===== src/rtl/axis_frame_master.sv =====
// AXI4-Stream frame transmitter: turns an upstream valid/ready pixel source into
// exactly one WIDTH x HEIGHT frame of beats, tagging frame start (tuser) and line end (tlast).
module axis_frame_master #(
  parameter int AXIS_DATA_WIDTH = 32,
  parameter int AXIS_STRB_WIDTH = AXIS_DATA_WIDTH / 8,
  parameter int SRC_IMG_WIDTH   = 1920,
  parameter int SRC_IMG_HEIGHT  = 1080,
  parameter int CNT_WIDTH       = 12
) (
  input  logic                       clk,
  input  logic                       rst,
  input  logic                       start,
  input  logic                       pix_valid,
  output logic                       pix_ready,
  input  logic [AXIS_DATA_WIDTH-1:0] pix_data,
  output logic                       m_axis_tvalid,
  input  logic                       m_axis_tready,
  output logic [AXIS_DATA_WIDTH-1:0] m_axis_tdata,
  output logic [AXIS_STRB_WIDTH-1:0] m_axis_tstrb,
  output logic [AXIS_STRB_WIDTH-1:0] m_axis_tkeep,
  output logic                       m_axis_tlast,
  output logic                       m_axis_tid,
  output logic                       m_axis_tdest,
  output logic                       m_axis_tuser,
  output logic                       busy,
  output logic                       frame_done
);

  localparam logic [CNT_WIDTH-1:0] X_LAST = CNT_WIDTH'(SRC_IMG_WIDTH - 1);
  localparam logic [CNT_WIDTH-1:0] Y_LAST = CNT_WIDTH'(SRC_IMG_HEIGHT - 1);

  typedef enum logic [1:0] {
    IDLE  = 2'd0,
    RUN   = 2'd1,
    DRAIN = 2'd2
  } state_t;

  state_t                     state_q, state_d;
  logic [CNT_WIDTH-1:0]       x_q, y_q;
  logic [1:0]                 count_q;
  logic                       wr_ptr_q, rd_ptr_q;
  logic [AXIS_DATA_WIDTH-1:0] buf_data [2];
  logic                       buf_last [2];
  logic                       buf_user [2];

  logic push, pop, pix_last, pix_first, frame_last;

  // Ready depends only on registered state so upstream never sees tready combinationally.
  assign pix_ready  = (state_q == RUN) && (count_q != 2'd2);
  assign push       = pix_valid && pix_ready;
  assign pop        = m_axis_tvalid && m_axis_tready;
  assign pix_last   = (x_q == X_LAST);
  assign pix_first  = (x_q == '0) && (y_q == '0);
  assign frame_last = pix_last && (y_q == Y_LAST);

  assign busy          = (state_q != IDLE);
  assign m_axis_tvalid = (count_q != 2'd0);
  assign m_axis_tdata  = m_axis_tvalid ? buf_data[rd_ptr_q] : '0;
  assign m_axis_tlast  = m_axis_tvalid && buf_last[rd_ptr_q];
  assign m_axis_tuser  = m_axis_tvalid && buf_user[rd_ptr_q];
  assign m_axis_tstrb  = '1;
  assign m_axis_tkeep  = '1;
  assign m_axis_tid    = 1'b0;
  assign m_axis_tdest  = 1'b0;

  always_comb begin
    state_d    = state_q;
    frame_done = 1'b0;
    case (state_q)
      IDLE:  if (start) state_d = RUN;
      RUN:   if (push && frame_last) state_d = DRAIN;
      DRAIN: begin
        if (count_q == 2'd0) begin
          frame_done = 1'b1;
          state_d    = IDLE;
        end
      end
      default: state_d = IDLE;
    endcase
  end

  always_ff @(posedge clk) begin
    if (rst) begin
      state_q  <= IDLE;
      x_q      <= '0;
      y_q      <= '0;
      count_q  <= 2'd0;
      wr_ptr_q <= 1'b0;
      rd_ptr_q <= 1'b0;
    end else begin
      state_q <= state_d;
      if (state_q == IDLE && start) begin
        x_q <= '0;
        y_q <= '0;
      end else if (push) begin
        if (pix_last) begin
          x_q <= '0;
          if (!frame_last) y_q <= y_q + CNT_WIDTH'(1);
        end else begin
          x_q <= x_q + CNT_WIDTH'(1);
        end
      end
      if (push) wr_ptr_q <= ~wr_ptr_q;
      if (pop)  rd_ptr_q <= ~rd_ptr_q;
      case ({push, pop})
        2'b10:   count_q <= count_q + 2'd1;
        2'b01:   count_q <= count_q - 2'd1;
        default: count_q <= count_q;
      endcase
    end
  end

  // Buffer payload carries no reset; visibility is qualified by count_q.
  always_ff @(posedge clk) begin
    if (push) begin
      buf_data[wr_ptr_q] <= pix_data;
      buf_last[wr_ptr_q] <= pix_last;
      buf_user[wr_ptr_q] <= pix_first;
    end
  end

endmodule

===== config.mk =====
export PLATFORM = sky130hd
export DESIGN_NAME = axis_frame_master
export DESIGN_NICKNAME = d
export VERILOG_FILES = /design/src/rtl/axis_frame_master.sv
export SDC_FILE = /design/constraint.sdc
export NUM_CORES = 1
export LEC_CHECK = 0
export BUFFER_PORTS_ARGS = -buffer_cell sky130_fd_sc_hd__buf_2
export CORE_UTILIZATION = 35
export CTS_CLUSTER_DIAMETER = 40
export DETAILED_ROUTE_END_ITERATION = 7
export SYNTH_ARGS = -nofsm -noshare
export SYNTH_HDL_FRONTEND = slang
export SYNTH_SLANG_ARGS = --single-unit

===== constraint.sdc =====
create_clock -name clk -period 5.31 [get_ports clk]
set_input_delay 0.2655 -clock clk [delete_from_list [all_inputs] [get_ports clk]]
set_output_delay 0.2655 -clock clk [all_outputs]
set_load 0.1 [all_outputs]

Word-level counts from Yosys, hierarchy flattened
Memories as Yosys holds them, arrays and structs flattened. A register that Yosys moved wholly into a read port is not among the register bits.
Cells that the tools add are included.

word-level totals
  register bits after elaboration = 30
  RAM bits = 68
  output and inout bits = 48
  logic and storage cells = 62
  memories kept = 3

memory list
  name      words  width  read ports  clocked after memory_dff  wr ports  RTL line  RTL
  buf_data  2      32     1           1                         1         42        logic [AXIS_DATA_WIDTH-1:0] buf_data [2];
  buf_last  2      1      1           1                         1         43        logic buf_last [2];
  buf_user  2      1      1           1                         1         44        logic buf_user [2];

cells by class
  $add $sub $neg = 4
  eq/ne operators = 10
  mux-type cells = 17
  bitwise logic cells = 3
  reduce and logical (&&, ||, !) cells = 19

operators by type and width
  cell                     number
  $mux W32                 1
  $add A12 B1 Y12 const B  2
  $eq A12 B11 Y1 const B   2
  $logic_not A12 Y1        2
  $mux W12                 1
  $mux W1                  10
  $logic_and A1 B1 Y1      9
  $mux W2                  3
  $ne A2 B2 Y1 const B     3
  $pmux W2 S3              1
  $reduce_and A3 Y1        2
  $reduce_bool A2 Y1       3
  $eq A2 B1 Y1 const B     2
  $eq A2 B2 Y1 const B     2
  $logic_not A2 Y1         2
  $pmux W2 S2              1
  $not A1 Y1               3
  $add A2 B1 Y2 const B    1
  $ne A2 B1 Y1 const B     1
  $reduce_or A2 Y1         1
  $sub A2 B1 Y2 const B    1

Depth between registers and ports, before layout
Gate-level depths: netlist of run 1.

  depth in word-level cells = 6
  gate-level depth with buffers = 10
  mapped depth without buffers = 7

Worst setup path after synthesis of run 1
Ideal clock, no wire load.

  kind = flip-flop to output port
  from = reg count_q[0]
  to = out frame_done
  arrival = 3.517 ns
  data required time = 5.044 ns
  setup slack = 1.527 ns
  stages on the path, launching flop included = 4
  cells stage by stage = dfxtp_1 -> nor2_1 -> inv_1 -> nor3b_1

between the ends
  cells in the longest elaborated chain, start to end = 3

ends and longest elaborated chain
  element                   RTL line  RTL
  start: declaration        40        logic [1:0] count_q;
  start signal: assignment  106       2'b10: count_q <= count_q + 2'd1;
  start signal: assignment  107       2'b01: count_q <= count_q - 2'd1;
  start signal: assignment  108       default: count_q <= count_q;
  $logic_not A2 Y1          73        if (count_q == 2'd0) begin
  $mux W1                   73
  $mux W1                   69        case (state_q)
  end: declaration          26        output logic frame_done

No other way between the ends.

Worst setup path in the final report of run 1
  from = reg state_q[0]
  to = reg x_q[0]

between the ends
  cells in the longest elaborated chain, start to end = 3
  elaborated cells between the ends (all ways) = 6

ends and longest elaborated chain
  element                                                  RTL line  RTL
  start: declaration                                       38        state_t state_q, state_d;
  start signal: assignment                                 91        state_q <= state_d;
  $eq A2 B1 Y1 or $logic_not A2 Y1 (tied branches)         49, 92
  $logic_and A1 B1 Y1, on equally long branches            49, 92
  $logic_and A1 B1 Y1 or $reduce_or A2 Y1 (tied branches)  -
  end signal: assignment                                   100       x_q <= x_q + CNT_WIDTH'(1);
  end: declaration                                         39        logic [CNT_WIDTH-1:0] x_q, y_q;

Parallel ways exist; a longest one is shown, timed or not.
A chain may end at the register's enable or synchronous reset.

==> reports/results.tsv, run 1 <==
metric	value	unit
ys_seq_elements	99	
layout_common_cells	buf_2 (74), edfxtp_1 (68), nor2_1 (45), mux2i_1 (38), dfxtp_1 (30)	
r2r-end	x_q[0]$_SDFFE_PP0P_	
cts_buffer_depth	2	
clk_latency	0.34	ns
cts.sinks	99	
p_leak	1.78	nW
synthAdderAreaFrac	0.0147	
synth.area.mux_share	0.0892	
hp-start	pix_data[21]	
cts_tree	done	
fin_util	0.428	
antenna_found_initial	0	
io_pins	85	
die_area	0.0126	mm^2
crit_path_max_fanout	28	
post_drt_wl_per_cell	14.9	um
numCtsBuffers	9	
yosysWarnings	0	
antenna_left	0	
rows	39	
end_kind	register	
synth_area_leaders	edfxtp_1 (48%), dfxtp_1 (15%), mux2i_1 (8.9%), nor2_1 (4.1%), a21oi_1 (2.1%)	
reg2regPathDepth	5	
ys_seq_area_frac	0.624	
syn_to_final_growth	17.0	%
synth_top_flop_cell	edfxtp_1	
cp.arrival	2.85	ns
clk_pin_slew	0.06	ns
syn_area	0.00427	mm^2
htreeDepth	3	
fmax	375	MHz
synth-compound-area-share	0.0578	
io_buffer_count	74	
yosys.area_share.simple	0.158	
skew	0.00590	ns
final_common_cell	buf_2	
r2r-start	state_q[0]$_SDFFE_PP0P_	
irDropWorstVdd	0.000161	V
status	completed	
min_path_type	input pin to register	
worstMarginPinSlew	1.23	ns
place_congestion	0.801	
die-width	112	um
hold_violations	0	
min_period	2.67	ns
grt_first_pass_wirelength	13600	um
cp-start-kind	register	
yosysTopAreaCellShare	0.479	
first_pass_iters	4	
grt_pass1_vias	2785	
powerDensity	496	mW/mm^2
relSlewSlack	0.174	
synth_top_family_by_area	simple AND/OR/NAND/NOR gates	
synthArstFlopShare	0	
synthCells	353	
die_h	112	um
post_cts_buffers	0	
setup_viol	0	
vias_per_cell	5.09	
cp-startpoint	state_q[0]$_SDFFE_PP0P_	
placed_cells	554	
cts_resized	0	
wirelength	8490	um
yosysUniqueCellTypes	38	
core_area	0.0117	mm^2
synth.largest_area_cell	edfxtp_1	
nets	464	
root_buffer	clkbuf_16	
crit_type	register to register	
power.total	2.48	mW
maxCapViolCount	0	
synth_xor_area_frac	0.0123	
stdcell_count	570	
tns	0	ns
hpwl	5620	um
layout-drive-gt1-share	0.230	
overflow	0	
whs	0.112	ns
final_max_slew_viol_count	0	
n_antenna_cell	0	
min_period_over_period	0.502	
route.vias.total	2900	
avgSynthCellArea	12.1	um^2
critPathCapture	x_q[0]$_SDFFE_PP0P_	
drcViolationCount	0	
cp.required	5.49	ns
reg2reg_slack	2.64	ns
rsz0062_at_grt	no	
grt.total_usage	0.138	
start_util	0.366	
synth_edf_count	68	
drt_iter0_markers	215	
cts_hold_buf	0	
grt_max_degree	37	
==> metal layers <==
layer / vias to the layer above / share of wire / wire length, um / GRT usage
met5: - / 0 / 0 / 0
met4: 0 / 0.012 / 104 / 0.0507
met3: 9 / 0.058 / 488 / 0.0389
met2: 78 / 0.46 / 3930 / 0.224
met1: 1384 / 0.47 / 3970 / 0.177
li1: 1429 / - / - / -
==> area by class of cell <==
class	count	area, um^2
clock inverters	6	41.3
well taps	143	179
flip-flops and latches	99	2660
fillers	1081	6670
multi-input cells	228	1460
repair buffers	76	385
inverters	8	30.0
clock buffers	10	229
==> cells by family after synthesis <==
kind of cell | Yosys count
DFF | 99
adders and majority gates | 5
xor gates and xnor gates | 6
AOI/OAI and AO/OA | 40
other | 2
and+or+nand+nor | 129
buffers and inverters | 34
muxes | 38
==> worst max-delay path, cell delays in order (launching register included) <==
cell     delay, ns
dfxtp_1       0.40
nor2b_1       0.27
and3_1        0.41
inv_2         0.28
o21ai_0       1.02
nor2_1        0.12
==> worst min-delay path by stage <==
stage                     slack, ns                   endpoint  depth (start not counted)
after floorplan                0.36   buf_data[0][0]$_DFFE_PP_                          0
final                          0.11  buf_data[0][21]$_DFFE_PP_                          1
after global placement         0.45       x_q[11]$_SDFFE_PP0P_                          2
after detailed placement       0.46  buf_data[1][27]$_DFFE_PP_                          1
after global routing            0.1  buf_data[1][27]$_DFFE_PP_                          1
after CTS                       0.1  buf_data[1][27]$_DFFE_PP_                          1
==> cells in the mapped netlist, types with 6 or more instances <==
cell / count
edfxtp_1: 68
nor2_1: 47
mux2i_1: 38
dfxtp_1: 31
a21oi_1: 18
nand2_1: 16
o31ai_1: 12
or4_1: 12
nand4_1: 11
buf_4: 10
clkbuf_1: 9
or3_1: 9
inv_1: 7
nand3_1: 6
==> power by group <==
part / switching, mW / internal (mW)
registers: 0.0507 / 0.857
clock network: 0.276 / 0.318
logic: 0.817 / 0.157
==> metrics by stage <==
stage / setup WS [ns] / cell area, um^2
after CTS: 2.62 / 4990
after global placement: 2.75 / 4720
after floorplan: 1.53 / 4300
after detailed placement: 2.62 / 4720
after global routing: 2.34 / 4990
final: 2.64 / 4990
==> state kept, by name, summed over array words and instances (netlist names), named ones only <==
signal / count
rd_ptr_q: 1
wr_ptr_q: 1
buf_data: 64
count_q: 2
y_q: 12
buf_user: 2
state_q: 2
buf_last: 2
x_q: 12
(Power assumes the default switching activity.)
==> run 2: changes to the inputs <==
Clock period 5.31 ns to 2.45 ns, I/O delays scaled along.
==> reports/results.tsv, run 2 (synthesized netlist as in run 1, its figures left out) <==
metric	value	unit	change
cts_buffer_depth	2		unchanged
cp.arrival	2.37	ns	was 2.85 ns
reg2regPathDepth	6		was 5
core_area	0.0117	mm^2	unchanged
clk_pin_slew	0.06	ns	about the same
min_path_type	input pin to register		unchanged
place_congestion	0.819		was 0.801
p_leak	1.95	nW	was 1.78 nW
post_cts_buffers	0		unchanged
vias_per_cell	5.04		was 5.09
fin_util	0.470		was 0.428
grt.total_usage	0.146		was 0.138
top_regs	buf_data: 64 flops, x_q: 12 flops, y_q: 12 flops		unchanged
drcViolationCount	0		unchanged
powerDensity	1010	mW/mm^2	was 496 mW/mm^2
reg2reg_slack	0.35	ns	was 2.64 ns
final_common_cell	buf_2		unchanged
status	completed		unchanged
antenna_left	0		unchanged
hp-start	rst		was pix_data[21]
final_max_slew_viol_count	0		unchanged
regMostFlops	buf_data		unchanged
r2r-start	state_q[0]$_SDFFE_PP0P_		unchanged
hold_violations	0		unchanged
cp.required	2.72	ns	was 5.49 ns
cts_tree	done		unchanged
tns	0	ns	unchanged
n_antenna_cell	0		unchanged
fmax	476	MHz	was 375 MHz
crit_type	register to register		unchanged
post_drt_wl_per_cell	14.5	um	was 14.9 um
min_period	2.10	ns	was 2.67 ns
cp-start-kind	register		unchanged
largest_reg_flops	64		unchanged
critical_path.cell_chain	nor2b_1 > and3_1 > inv_2 > ha_1 > or3_1 > a21oi_1		was nor2b_1 > and3_1 > inv_2 > o21ai_0 > nor2_1
hold_end	count_q[0]$_SDFFE_PP0P_		was buf_data[0][21]$_DFFE_PP_
die-width	112	um	unchanged
rows	39		unchanged
route.vias.total	3064		was 2,900
maxCapViolCount	0		unchanged
relSlewSlack	0.619		was 0.174
syn_to_final_growth	28.5	%	was 17.0%
hpwl	5810	um	was 5620 um
min_period_over_period	0.857		was 0.502
htreeDepth	3		unchanged
wirelength	8820	um	was 8490 um
slowest_delay	0.42	ns	was 1.02 ns
numCtsBuffers	9		unchanged
drt_iter0_markers	188		was 215
antenna_found_initial	0		unchanged
r2r-end	count_q[1]$_SDFFE_PP0P_		was x_q[0]$_SDFFE_PP0P_
nets	502		was 464
grt_pass1_vias	2951		was 2,785
start_util	0.366		unchanged
root_buffer	clkbuf_16		unchanged
setup_viol	0		unchanged
irDropWorstVdd	0.000509	V	was 0.000161 V
first_pass_iters	4		unchanged
slowest_stage	dfxtp_1		was o21ai_0
rsz0062_at_grt	no		unchanged
end_kind	register		unchanged
io_pins	85		unchanged
crit_path_max_fanout	28		unchanged
power.total	5.53	mW	was 2.48 mW
whs_path_depth	2		was 1
die_area	0.0126	mm^2	unchanged
layout_common_cells	buf_2 (74), edfxtp_1 (68), mux2i_1 (38), dlygate4sd3_1 (32)		was buf_2 (74), edfxtp_1 (68), nor2_1 (45), mux2i_1 (38), dfxtp_1 (30)
whs	0.103	ns	was 0.112 ns
io_buffer_count	74		unchanged
cts.sinks	99		unchanged
grt_max_degree	35		was 37
layout-drive-gt1-share	0.290		was 0.230
skew	0.00804	ns	was 0.00590 ns
die_h	112	um	unchanged
clk_latency	0.34	ns	about the same
overflow	0		unchanged
worstMarginPinSlew	0.571	ns	was 1.23 ns
grt_first_pass_wirelength	14200	um	was 13,600 um
run 2: metal layers:
layer	track usage	wire length, um	share of wire	up-vias
met3	0.0491	470	0.053	7
met2	0.252	4270	0.48	78
met4	0.0462	74	0.0084	0
li1	-	-	-	1506
met1	0.171	4000	0.45	1473
met5	0	0	0	-
run 2: worst max path at each step:
stage,start,endpoint,slack (ns)
5_1_grt,state_q[0]$_SDFFE_PP0P_,count_q[1]$_SDFFE_PP0P_,0.21
3_5_place_dp,x_q[0]$_SDFFE_PP0P_,y_q[6]$_SDFFE_PP0P_,0.37
4_1_cts,state_q[0]$_SDFFE_PP0P_,count_q[1]$_SDFFE_PP0P_,0.35
6_report,state_q[0]$_SDFFE_PP0P_,count_q[1]$_SDFFE_PP0P_,0.35
2_1_floorplan,count_q[0]$_SDFFE_PP0P_,frame_done,-0.19
3_3_place_gp,x_q[0]$_SDFFE_PP0P_,y_q[5]$_SDFFE_PP0P_,0.45
run 2: power breakdown:
part           leakage [nW]  internal [mW]  switching, mW
registers             0.867           1.86         0.0600
clock network         0.124          0.686          0.585
logic                 0.960          0.438           1.90
run 2: final cells by class:
cell class | instances | area, um^2
timing repair buffer | 114 | 788
clock buffer | 10 | 229
clock inverter | 6 | 40.0
multi-input combinational | 228 | 1550
sequential | 99 | 2660
tap | 143 | 179
fill | 1068 | 6180
inverter | 8 | 30.0
run 2: repair_timing:
| item | 4_1_cts | 5_1_grt |
|---|---|---|
| hold endpoints to repair | 64 | 0 |
| hold buffers | 32 | 0 |
| resized for setup | 0 | 0 |
run 2: worst max-delay path: cells and delay by family, from the launching register on:
kind	cells	cell delay [ns]
and+or+nand+nor	3	0.87
DFF	1	0.42
adders and majority gates	1	0.39
buffers and inverters	1	0.19
AOI/OAI and AO/OA	1	0.15
run 2: metrics by stage:
stage	instance area [um^2]	worst slack [ns]	std cells
CTS	5480	0.348	608
detailed placement	4890	0.365	560
global placement	4890	0.449	560
floorplan	4380	-0.187	361
finish	5480	0.351	608
global route	5480	0.212	608
